<file path="src/rtl/ftsd_scan_if.sv">
// Scan controller bus: load/tick controls in, digit strobes and segments out.
interface ftsd_scan_if;
    logic        scan_tick;
    logic        load;
    logic [15:0] din;
    logic [3:0]  dp_in;
    logic        blank_lz;
    logic [3:0]  ftsd_ctl;
    logic [7:0]  segs;
    logic        frame_done;

    modport master (
        output scan_tick, load, din, dp_in, blank_lz,
        input  ftsd_ctl, segs, frame_done
    );

    modport slave (
        input  scan_tick, load, din, dp_in, blank_lz,
        output ftsd_ctl, segs, frame_done
    );
endinterface

</file>
<file path="src/rtl/ftsd_scan.sv">
// Four-digit multiplexed 7-segment scanner with frame-synchronous update,
// anti-ghost blanking and leading-zero suppression.
module ftsd_scan (
    input  logic       clk,
    input  logic       rst_n,
    ftsd_scan_if.slave bus
);
    logic [1:0]  idx;
    logic [15:0] sh_din, dsp_din;
    logic [3:0]  sh_dp, dsp_dp;
    logic        sh_blz, dsp_blz;
    logic        pending;
    logic        wrap, wrap_q;

    logic [3:0]  ctl_q;
    logic [7:0]  segs_q;
    logic        done_q;

    logic [3:0]  cur_val;
    logic        cur_dp;
    logic        cur_blank;
    logic [6:0]  seg_hi;
    logic [3:0]  ctl_nxt;
    logic [7:0]  segs_nxt;

    assign wrap = bus.scan_tick && (idx == 2'd3);

    always_comb begin
        cur_val   = dsp_din[{idx, 2'b00} +: 4];
        cur_dp    = dsp_dp[idx];
        cur_blank = 1'b0;
        seg_hi    = 7'b0000001;
        unique case (idx)
            2'd0: cur_blank = 1'b0;
            2'd1: cur_blank = dsp_blz && (dsp_din[15:4] == 12'h000);
            2'd2: cur_blank = dsp_blz && (dsp_din[15:8] == 8'h00);
            2'd3: cur_blank = dsp_blz && (dsp_din[15:12] == 4'h0);
        endcase
        case (cur_val)
            4'd0:    seg_hi = 7'b1111110;
            4'd1:    seg_hi = 7'b0110000;
            4'd2:    seg_hi = 7'b1101101;
            4'd3:    seg_hi = 7'b1111001;
            4'd4:    seg_hi = 7'b0110011;
            4'd5:    seg_hi = 7'b1011011;
            4'd6:    seg_hi = 7'b1011111;
            4'd7:    seg_hi = 7'b1110000;
            4'd8:    seg_hi = 7'b1111111;
            4'd9:    seg_hi = 7'b1111011;
            default: seg_hi = 7'b0000001;
        endcase
        // Blanked digits keep their strobe and dp so the frame timing is unchanged
        if (cur_blank) begin
            seg_hi = 7'b0000000;
        end
        segs_nxt = {~seg_hi, ~cur_dp};
        ctl_nxt  = ~(4'b0001 << idx);
    end

    always_ff @(posedge clk or negedge rst_n) begin
        if (!rst_n) begin
            idx     <= 2'd0;
            sh_din  <= 16'h0000;
            sh_dp   <= 4'h0;
            sh_blz  <= 1'b0;
            dsp_din <= 16'h0000;
            dsp_dp  <= 4'h0;
            dsp_blz <= 1'b0;
            pending <= 1'b0;
            wrap_q  <= 1'b0;
            done_q  <= 1'b0;
            ctl_q   <= 4'b1111;
            segs_q  <= 8'hFF;
        end else begin
            wrap_q <= wrap;
            done_q <= wrap_q;
            if (bus.load) begin
                sh_din <= bus.din;
                sh_dp  <= bus.dp_in;
                sh_blz <= bus.blank_lz;
            end
            // A load on the wrap edge bypasses the shadow straight to display
            if (wrap && bus.load) begin
                dsp_din <= bus.din;
                dsp_dp  <= bus.dp_in;
                dsp_blz <= bus.blank_lz;
                pending <= 1'b0;
            end else if (wrap && pending) begin
                dsp_din <= sh_din;
                dsp_dp  <= sh_dp;
                dsp_blz <= sh_blz;
                pending <= 1'b0;
            end else if (bus.load) begin
                pending <= 1'b1;
            end
            if (bus.scan_tick) begin
                idx    <= idx + 2'd1;
                ctl_q  <= 4'b1111;
                segs_q <= 8'hFF;
            end else begin
                ctl_q  <= ctl_nxt;
                segs_q <= segs_nxt;
            end
        end
    end

    assign bus.ftsd_ctl   = ctl_q;
    assign bus.segs       = segs_q;
    assign bus.frame_done = done_q;
endmodule

</file>
<file path="src/flat_wrapper.sv">
// flat-port wrapper written by rule: the top's interface ports become plain ports
module ftsd_scan_flat 
  (clk, rst_n, bus_scan_tick, bus_load, bus_din, bus_dp_in, bus_blank_lz, bus_ftsd_ctl, bus_segs, bus_frame_done);
  ftsd_scan_if bus_i ();
  input  logic clk;
  input  logic rst_n;
  input wire logic [$bits(bus_i.scan_tick)-1:0] bus_scan_tick;
  input wire logic [$bits(bus_i.load)-1:0] bus_load;
  input wire logic [$bits(bus_i.din)-1:0] bus_din;
  input wire logic [$bits(bus_i.dp_in)-1:0] bus_dp_in;
  input wire logic [$bits(bus_i.blank_lz)-1:0] bus_blank_lz;
  output wire logic [$bits(bus_i.ftsd_ctl)-1:0] bus_ftsd_ctl;
  output wire logic [$bits(bus_i.segs)-1:0] bus_segs;
  output wire logic [$bits(bus_i.frame_done)-1:0] bus_frame_done;
  assign bus_i.scan_tick = bus_scan_tick;
  assign bus_i.load = bus_load;
  assign bus_i.din = bus_din;
  assign bus_i.dp_in = bus_dp_in;
  assign bus_i.blank_lz = bus_blank_lz;
  assign bus_ftsd_ctl = bus_i.ftsd_ctl;
  assign bus_segs = bus_i.segs;
  assign bus_frame_done = bus_i.frame_done;
  ftsd_scan u_core (.clk(clk), .rst_n(rst_n), .bus(bus_i));
endmodule
</file>
<file path="config.mk">
export PLATFORM = sky130hd
export DESIGN_NAME = ftsd_scan_flat
export DESIGN_NICKNAME = d
export VERILOG_FILES = /design/src/rtl/ftsd_scan_if.sv /design/src/rtl/ftsd_scan.sv /design/src/flat_wrapper.sv
export SDC_FILE = /design/constraint.sdc
export NUM_CORES = 1
export LEC_CHECK = 0
export ABC_AREA = 1
export BUFFER_PORTS_ARGS = -buffer_cell sky130_fd_sc_hd__buf_2
export CAP_MARGIN = 5
export CELL_PAD_IN_SITES_DETAIL_PLACEMENT = 1
export CELL_PAD_IN_SITES_GLOBAL_PLACEMENT = 1
export CORE_MARGIN = 1.5
export CORE_UTILIZATION = 43
export CTS_BUF_LIST = sky130_fd_sc_hd__clkbuf_16
export DETAILED_ROUTE_END_ITERATION = 7
export GPL_ROUTABILITY_DRIVEN = 0
export PLACE_DENSITY = 0.82
export SYNTH_ARGS = -nofsm -noshare
export SYNTH_HDL_FRONTEND = slang
export SYNTH_SLANG_ARGS = --single-unit
</file>
<file path="constraint.sdc">
create_clock -name clk -period 2.2 [get_ports clk]
set_input_delay 0 -clock clk [delete_from_list [all_inputs] [get_ports clk]]
set_output_delay 0 -clock clk [all_outputs]
set_load 0.1 [all_outputs]
</file>
* Word-level counts from Yosys, hierarchy flattened
Memories as Yosys holds them, arrays and structs flattened. Cells that the tools add are included.
Word-level totals: output and inout port bits 13, memory bits (writable) 0, word-level logic and storage cells 50, flip-flop bits (word level) 59, memories kept 1, ROM bits 112, bits in latches 0
Operators by class: mux-type cells 15, div/mod/pow operators 0, magnitude comparators 1, $add $sub $neg 1, bitwise logic cells 3, shift operators 2, eq/ne operators 3, multiply operators 0, reduce and logical (&&, ||, !) cells 12
Memory list:
- (name not given) | depth 16, bits a word 7, read ports 1, clocked after memory_dff 0, wr ports 0, RTL line ftsd_scan.sv:39 | case (cur_val)
Operators by type and width (number):
- two-way mux 16 bit | 2
- variable part select 16 x 5 -> 4 bit | 1
- logical NOT 12 bit | 1
- two-way mux 4 bit | 3
- logical NOT 8 bit | 1
- two-way mux 8 bit | 1
- two-way mux 7 bit | 1
- NOT 7 bit | 1
- logical AND 1 bit | 6
- two-way mux 1 bit | 6
- == test 2 bit (second input constant) | 2
- logical NOT 4 bit | 1
- NOT 4 bit | 1
- one-hot mux 1 bit (4 select lines) | 1
- left shift 1 x 2 -> 4 bit (first input constant) | 1
- < comparator 2 x 3 -> 1 bit (second input constant) | 1
- nonzero test 3 bit | 1
- adder 2 x 1 -> 2 bit (second input constant) | 1
- binary-select mux 1 bit (select 2 bit) | 1
- == test 2 x 1 -> 1 bit (second input constant) | 1
- logical NOT 2 bit | 1
- nonzero test 2 bit | 1
- NOT 1 bit | 1

* Longest topological paths before layout
Gate-level depths: netlist of the first run.
depth in word-level cells 6, mapped depth 11, depth with buffers taken out 10

* Worst setup path after synthesis of the first run
Ideal clock, no wire load.
kind register to register, start point register u_core.idx[1], end point register u_core.segs_q[4] (netlist: u_core.bus.segs[4]), library setup time 0.093 ns, period minus slack after synthesis 1.610 ns, cell stages (with the launch flop) 9, path buffers 0, arrival time 1.517 ns, data required time 2.107 ns, setup slack 0.590 ns, cells stage by stage dfrtp_1 > inv_4 > a21oi_1 > a32oi_1 > inv_1 > ha_1 > nand3_1 > nand3_1 > nand4_1
On the way: word-level cells in the longest chain between the ends 5, elaborated cells between the ends (all ways) 10, classes of those cells 3 x eq/ne; 1 x shift; 3 x mux; 1 x bitwise; 1 x reduce/logical; 1 x memory
Ends and longest elaborated chain:
- start: declaration | RTL line ftsd_scan.sv:8 | logic [1:0] idx;
- start signal: assignment | RTL line ftsd_scan.sv:97 | idx <= idx + 2'd1;
- variable part select 16 x 5 -> 4 bit, or another cell as far along | RTL line ftsd_scan.sv:29 | cur_val = dsp_din[{idx, 2'b00} +: 4];
- memory read (16 x 7 bit) or one-hot mux 1 bit (4 select lines) (tied branches)
- two-way mux 7 bit (*) | RTL line ftsd_scan.sv:53 | if (cur_blank) begin
- NOT 7 bit (*) | RTL line ftsd_scan.sv:56 | segs_nxt = {~seg_hi, ~cur_dp};
- two-way mux 8 bit (*) | RTL line ftsd_scan.sv:96 | if (bus.scan_tick) begin
- end signal: assignment | RTL line ftsd_scan.sv:102 | segs_q <= segs_nxt;
- end: declaration | RTL line ftsd_scan.sv:16 | logic [7:0] segs_q;
Mark *: on every way between the ends. The rest lies on a longest branch, timed or not. A chain may end at the register's enable or synchronous reset.

* Worst setup path after layout of the first run
start point register u_core.idx[0], end point register u_core.segs_q[4] (netlist: u_core.bus.segs[4])
Same word-level chain as after synthesis.

==> qor.csv, run 1 <==
stage;metric;value;unit
run_status;status;finished with violations;
run_status;failing checks;design-rule violations;
critical_path;Cell Chain, Critical Path;inv_2 -> nand2_1 -> a32oi_1 -> inv_1 -> ha_1 -> nand3_1 -> nand3_1 -> nand4_1;
logic_synthesis;sequential area share after synthesis;0.518;
logic_synthesis;Post-synth EDFFs;0;
logic_synthesis;Cell Area, Synth;2880;um^2
sta;hold slack;116;ps
floorplanning;die outline width;84.8;um
sta;Tmin final;1970;ps
critical_path;Crit path arrival time;2200;ps
clock_tree;CTS Root Cell;clkbuf_16;
placed_design;port buffer count;37;
floorplanning;std cell rows;29;
power;maximum VDD drop;0.551;mV
final_layout;final core occ;0.558;
sta;Least-Margin Pin Slew;745;ps
final_layout;# diodes;0;
logic_synthesis;Synth Instances;324;
drt;DR WL/cell;14.5;um
final_layout;Layout Nets;416;
power;total power;5.50;mW
clock_tree;maximum clock path buffer count;2;
clock_tree;Inserted Clock Buffers;9;
sta;FMAX;507;MHz
grt;first-pass GRT wire length;11600;um
clock_tree;Skew-Pair Late Insertion Delay;320;ps
critical_path;Worst Path Max Fanout;12;
critical_path;Critical R2R Launch;u_core.idx[0]$_DFFE_PN0P_;
clock_tree;Post-CTS Resized;0;
critical_path;CP peak stage delay;470;ps
critical_path;most used cell, CP;nand3_1;
worst_hold_path;hold path cells;3;
critical_path;Critical Path Slowest Stage Cell;dfrtp_1;
placed_design;Post-DP HPWL;4410;um
worst_hold_path;WHS Endpoint;u_core.sh_dp[1]$_DFFE_PN0P_;
final_layout;most common cell after layout, fill and taps aside;nand2_1;
floorplanning;Starting Density;0.448;
grt;initial antenna violation count;0;
floorplanning;die extent in y;84.8;um
sta;RSZ-0062 raised after global routing;no;
power;Leak;1.80;nW
sta;Final setup viols;0;
clock_tree;clk slew on worst S/H paths;50;ps
drt;vias per inst;5.04;
drt;residual DRC count;1;
drt;DR vias;2340;
floorplanning;Core Area;6420;um^2
grt;grt ovf;0;
logic_synthesis;asr flop ratio synth;1.00;
drt;Initial DRC Count;71;
sta;Sum Neg Setup Slack;0;ps
sta;pins over their slew limit;0;
critical_path;CP Capture Type;flip-flop;
sta;Slew headroom;0.504;
logic_synthesis;synth warn;0;
drt;drt total wl;6730;um
logic_synthesis;syn_area_per_cell;8.88;um^2
sta;final period utilization;0.896;
final_layout;Layout area overhead;24.6;%
critical_path;reg-to-reg critical path endpoint;u_core.bus.segs[4]$_DFF_PN1_;
critical_path;Critical Path RT;2430;ps
critical_path;Startpoint Class;flip-flop;
floorplanning;Die ar.;7190;um^2
critical_path;depth of the most critical reg-to-reg path;8;
clock_tree;CTS sink cnt;59;
final_layout;ratio of cells with drive above 1 in the final layout;0.227;
grt;GRT Util Overall;0.211;
clock_tree;CTS tree;done;
logic_synthesis;ys flop type;dfrtp_1;
critical_path;Register-to-Register Setup Slack;230;ps
final_layout;highest-count cells in the layout ignoring fill and taps;nand2_1, dfrtp_1, o21ai_1;
sta;final-report hold violation count;0;
final_layout;sequential standard cell area;1490;um^2
placed_design;placed cell count;425;
flow_run;Max Cap Viol;0;
critical_path;Setup CP Type;flip-flop to flip-flop;
grt;largest net degree at the start of global routing;60;
sta;Final Skew;5.51;ps
power;pwr/cell area;1530;nW/um^2
logic_synthesis;Yosys reg bits;59;
floorplanning;Top Ports;38;
grt;vias in the first global route;2524;
final_layout;non-filler instance count after layout;464;
worst_hold_path;Worst Min Path Start;bus_load;
clock_tree;CTS H-tree depth;3;
worst_hold_path;Hold Path Class;input port to flip-flop;
logic_synthesis;syn_nets;358;
final_layout;fill count;754;
logic_synthesis;Synth cell types;27;
drt;First-pass DRT Iterations;6;
final_layout;area occupied by multi-input gates;1110;um^2
drt;antenna-violating nets left;0;
-- area by class of cell --
type | count | area share
inverter | 36 | 0.0384
sequential | 59 | 0.416
clock inverter | 7 | 0.0234
multi-input combinational | 213 | 0.311
timing repair buffer | 63 | 0.122
tap | 77 | 0.0269
clock buffer | 9 | 0.0628
-- power by group --
group          internal, mW  leakage (nW)  switching [mW]
sequential             1.46         0.709           0.225
combinational         0.651         0.937            1.70
clock                 0.975         0.152           0.479
-- synthesized netlist by cell type, drive strengths merged (3+ instances only) --
library cell	instances	area, um^2
ha	9	113
dfstp	12	315
clkbuf	5	18.8
o21ai	64	324
nand3	16	125
buf	11	116
nor2	8	30.0
inv	36	138
a21oi	3	18.8
nand2	103	437
dfrtp	47	1180
nand4	5	31.3
-- metal layers --
layer,global-route usage,part of all wire
met1,0.248,0.44
met2,0.364,0.50
met3,0.0413,0.025
met4,0.115,0.028
met5,0,0
-- stage by stage --
step / area, um^2 / worst slack (ps)
after global routing: 3590 / 99.6
after global placement: 3050 / 422
after floorplan: 2880 / 590
after detailed placement: 3050 / 276
final: 3590 / 229
after CTS: 3590 / 236
-- worst max-delay path: cells and delay by family (launching register included) --
| kind | cells | cell delay, ps |
|---|---|---|
| DFF | 1 | 470 |
| adders and majority gates | 1 | 320 |
| buffers and inverters | 2 | 380 |
| and+or+nand+nor | 4 | 380 |
| AOI/OAI and AO/OA | 1 | 320 |
-- cells by family (layout without fill, tap and decap cells) --
logic type               Yosys count  in the layout  synth area share
XOR/XNOR                           1              1           0.00304
buffers and inverters             52            115            0.0948
adder cells (fa/ha/maj)            9              9            0.0391
AO/OA/AOI/OAI                     69             69             0.124
flip-flops                        59             59             0.518
AND/OR/NAND/NOR                  134            134             0.220
-- sequential cells by signal, indices dropped and copies added, names as in the netlist --
register,cells
u_core.bus.frame_done,1
u_core.dsp_din,16
u_core.dsp_dp,4
u_core.sh_din,16
u_core.sh_blz,1
u_core.wrap_q,1
u_core.idx,2
u_core.bus.ftsd_ctl,4
u_core.pending,1
u_core.bus.segs,8
u_core.sh_dp,4
u_core.dsp_blz,1
-- what timing repair did --
| item | in CTS | in global routing |
|---|---|---|
| hold buffers | 23 | 0 |
| setup endpoints to repair | 0 | 0 |
| buffers inserted | 0 | 0 |
| endpoints found under the hold margin | 84 | 0 |
-- worst max-delay path by stage --
stage	from	to	slack, ps
after floorplan	u_core.idx[1]$_DFFE_PN0P_	u_core.bus.segs[4]$_DFF_PN1_	590
after global placement	u_core.idx[0]$_DFFE_PN0P_	u_core.bus.segs[4]$_DFF_PN1_	420
after detailed placement	u_core.idx[0]$_DFFE_PN0P_	u_core.bus.segs[4]$_DFF_PN1_	280
after CTS	u_core.idx[0]$_DFFE_PN0P_	u_core.bus.segs[4]$_DFF_PN1_	240
after global routing	u_core.idx[0]$_DFFE_PN0P_	u_core.bus.segs[4]$_DFF_PN1_	100
final	u_core.idx[0]$_DFFE_PN0P_	u_core.bus.segs[4]$_DFF_PN1_	230
Power figures use the tool's default switching activity.
==> run 2: changes to the inputs <==
CORE_MARGIN = not set   (was 1.5)
==> run 2 against run 1 <==
Against the previous run: the run still ends with design-rule violations left; die area is 2.3% lower; sequential power hardly changed; highest routed layer unchanged; hold slack better by 7.2 ps; maximum frequency is 0.78% higher; critical endpoint unchanged; cell count stayed put; clock power hardly changed; critical path depth stayed put; clock skew is 1.7 ps higher; utilization hardly changed; worst setup slack better by 15 ps.
==> qor.csv, run 2 (synthesis results as in run 1) <==
stage;metric;value;unit;change
run_status;status;finished with violations;;
run_status;failing checks;design-rule violations;;
critical_path;Worst Path Max Fanout;9;;-3
sta;final period utilization;0.889;;-0.00692
drt;DR vias;2296;;-1.9%
final_layout;highest-count cells in the layout ignoring fill and taps;nand2_1, dfrtp_1, o21ai_1;;
drt;residual DRC count;1;;unchanged
clock_tree;Hold Buf Count CTS;23;;unchanged
drt;antenna-violating nets left;0;;unchanged
critical_path;Setup CP Type;flip-flop to flip-flop;;
floorplanning;std cell rows;29;;unchanged
clock_tree;Post-CTS Resized;0;;unchanged
drt;Initial DRC Count;83;;+17%
flow_run;Max Cap Viol;0;;unchanged
floorplanning;die extent in y;83.8;um;-1.2%
sta;Slew headroom;0.505;;+0.00139
drt;DR WL/cell;13.9;um;-3.9%
floorplanning;Starting Density;0.448;;unchanged
power;pwr/cell area;1520;nW/um^2;-0.81%
clock_tree;Inserted Clock Buffers;9;;unchanged
grt;first-pass GRT wire length;11600;um;-0.36%
critical_path;Register-to-Register Setup Slack;240;ps;+20 ps
power;maximum VDD drop;0.617;mV;+12%
final_layout;Layout Nets;416;;unchanged
grt;Global Route met1 Usage;0.270;;+0.0220
critical_path;Crit path arrival time;2190;ps;about the same
sta;RSZ-0062 raised after global routing;no;;
grt;routing usage on met3;0.0386;;-0.00272
clock_tree;clk slew on worst S/H paths;50;ps;about the same
clock_tree;CTS tree;done;;
clock_tree;Skew-Pair Late Insertion Delay;320;ps;about the same
grt;GRT Util Overall;0.211;;-0.000372
final_layout;# diodes;0;;unchanged
floorplanning;Die ar.;7020;um^2;-2.3%
power;Leak;1.80;nW;+0.34%
clock_tree;setup repair bufs after CTS;0;;unchanged
grt;grt ovf;0;;unchanged
grt;initial antenna violation count;0;;unchanged
sta;final-report hold violation count;0;;unchanged
grt;largest net degree at the start of global routing;60;;unchanged
critical_path;Startpoint Class;flip-flop;;
sta;FMAX;511;MHz;+0.78%
sta;Final Skew;7.19;ps;+1.68 ps
sta;Least-Margin Pin Slew;743;ps;-2.09 ps
critical_path;Critical Path RT;2430;ps;about the same
placed_design;port buffer count;37;;unchanged
clock_tree;CTS Root Cell;clkbuf_16;;
critical_path;CP Capture Type;flip-flop;;
drt;First-pass DRT Iterations;6;;unchanged
floorplanning;Core Area;6420;um^2;unchanged
floorplanning;Top Ports;38;;unchanged
drt;drt total wl;6470;um;-3.9%
clock_tree;maximum clock path buffer count;2;;unchanged
worst_hold_path;Hold Path Class;input port to flip-flop;;
grt;vias in the first global route;2433;;-3.6%
clock_tree;CTS sink cnt;59;;unchanged
grt;Most Crowded Layer GR;met2;;
sta;Tmin final;1960;ps;-15.2 ps
placed_design;Post-DP HPWL;4160;um;-5.7%
floorplanning;die outline width;83.8;um;-1.2%
final_layout;ratio of cells with drive above 1 in the final layout;0.230;;+0.00258
sta;pins over their slew limit;0;;unchanged
final_layout;most common cell after layout, fill and taps aside;nand2_1;;
grt;M2 GR Usage;0.355;;-0.00820
final_layout;final core occ;0.559;;about the same
sta;Sum Neg Setup Slack;0;ps;unchanged
final_layout;Layout area overhead;24.7;%;about the same
sta;Final setup viols;0;;unchanged
clock_tree;CTS H-tree depth;3;;unchanged
drt;vias per inst;4.95;;-1.9%
## run 2: cell types whose count changed in the layout (fill, tap and decap cells not counted), sizes merged
cell    previous run  this run
clkinv             3         2
inv               37        38
## run 2: path summary, 6_finish.rpt
path / startpoint / to / cells past startpoint
max: u_core.idx[0]$_DFFE_PN0P_ / u_core.bus.segs[4]$_DFF_PN1_ / 8
min: bus_load / u_core.sh_din[6]$_DFFE_PN0P_ / 3
max reg2reg: u_core.idx[0]$_DFFE_PN0P_ / u_core.bus.segs[4]$_DFF_PN1_ / 8
min reg2reg: u_core.wrap_q$_DFF_PN0_ / u_core.bus.frame_done$_DFF_PN0_ / 0
max in group asynchronous: rst_n / u_core.sh_dp[2]$_DFFE_PN0P_ / 3
min in group asynchronous: rst_n / u_core.sh_din[7]$_DFFE_PN0P_ / 3
## run 2: metrics by stage
| stage | setup WS (ps) | power, mW | instance area (um^2) | hold slack [ps] | cells |
|---|---|---|---|---|---|
| global placement | 414 | 3.89 | 3050 | 192 | 425 |
| CTS | 229 | 5.51 | 3590 | 119 | 464 |
| floorplan | 590 | 3.59 | 2880 | -296 | 324 |
| finish | 244 | 5.45 | 3590 | 124 | 464 |
| global route | 80.1 | 5.81 | 3590 | 156 | 464 |
| detailed placement | 288 | 3.97 | 3050 | 200 | 425 |
## run 2: critical path, cell delays in order (launching register included)
cell	delay, ps
dfrtp_1	520
buf_4	210
nand2_1	60
a32oi_1	330
inv_1	140
ha_1	310
nand3_1	110
nand3_1	110
nand4_1	80
## run 2: power by group
part	switching, mW	leakage [nW]	total (mW)	internal, mW
registers	0.217	0.709	1.68	1.46
logic	1.67	0.937	2.32	0.649
clock network	0.475	0.158	1.45	0.977
total	2.36	1.80	5.45	3.09
## run 2: area by class of cell
type / count / area, um^2
clock buffers: 9 / 225
clock inverters: 7 / 85.1
fillers: 785 / 2840
inverters: 36 / 138
multi-input cells: 213 / 1110
flip-flops and latches: 59 / 1490
well taps: 77 / 96.3
repair buffers: 63 / 438
## run 2: routing by layer
| layer | share of wire | vias to the layer above | routed length, um |
|---|---|---|---|
| li1 | - | 1156 | - |
| met1 | 0.45 | 1100 | 2930 |
| met2 | 0.51 | 31 | 3310 |
| met3 | 0.023 | 9 | 146 |
| met4 | 0.012 | 0 | 80 |
| met5 | 0 | - | 0 |
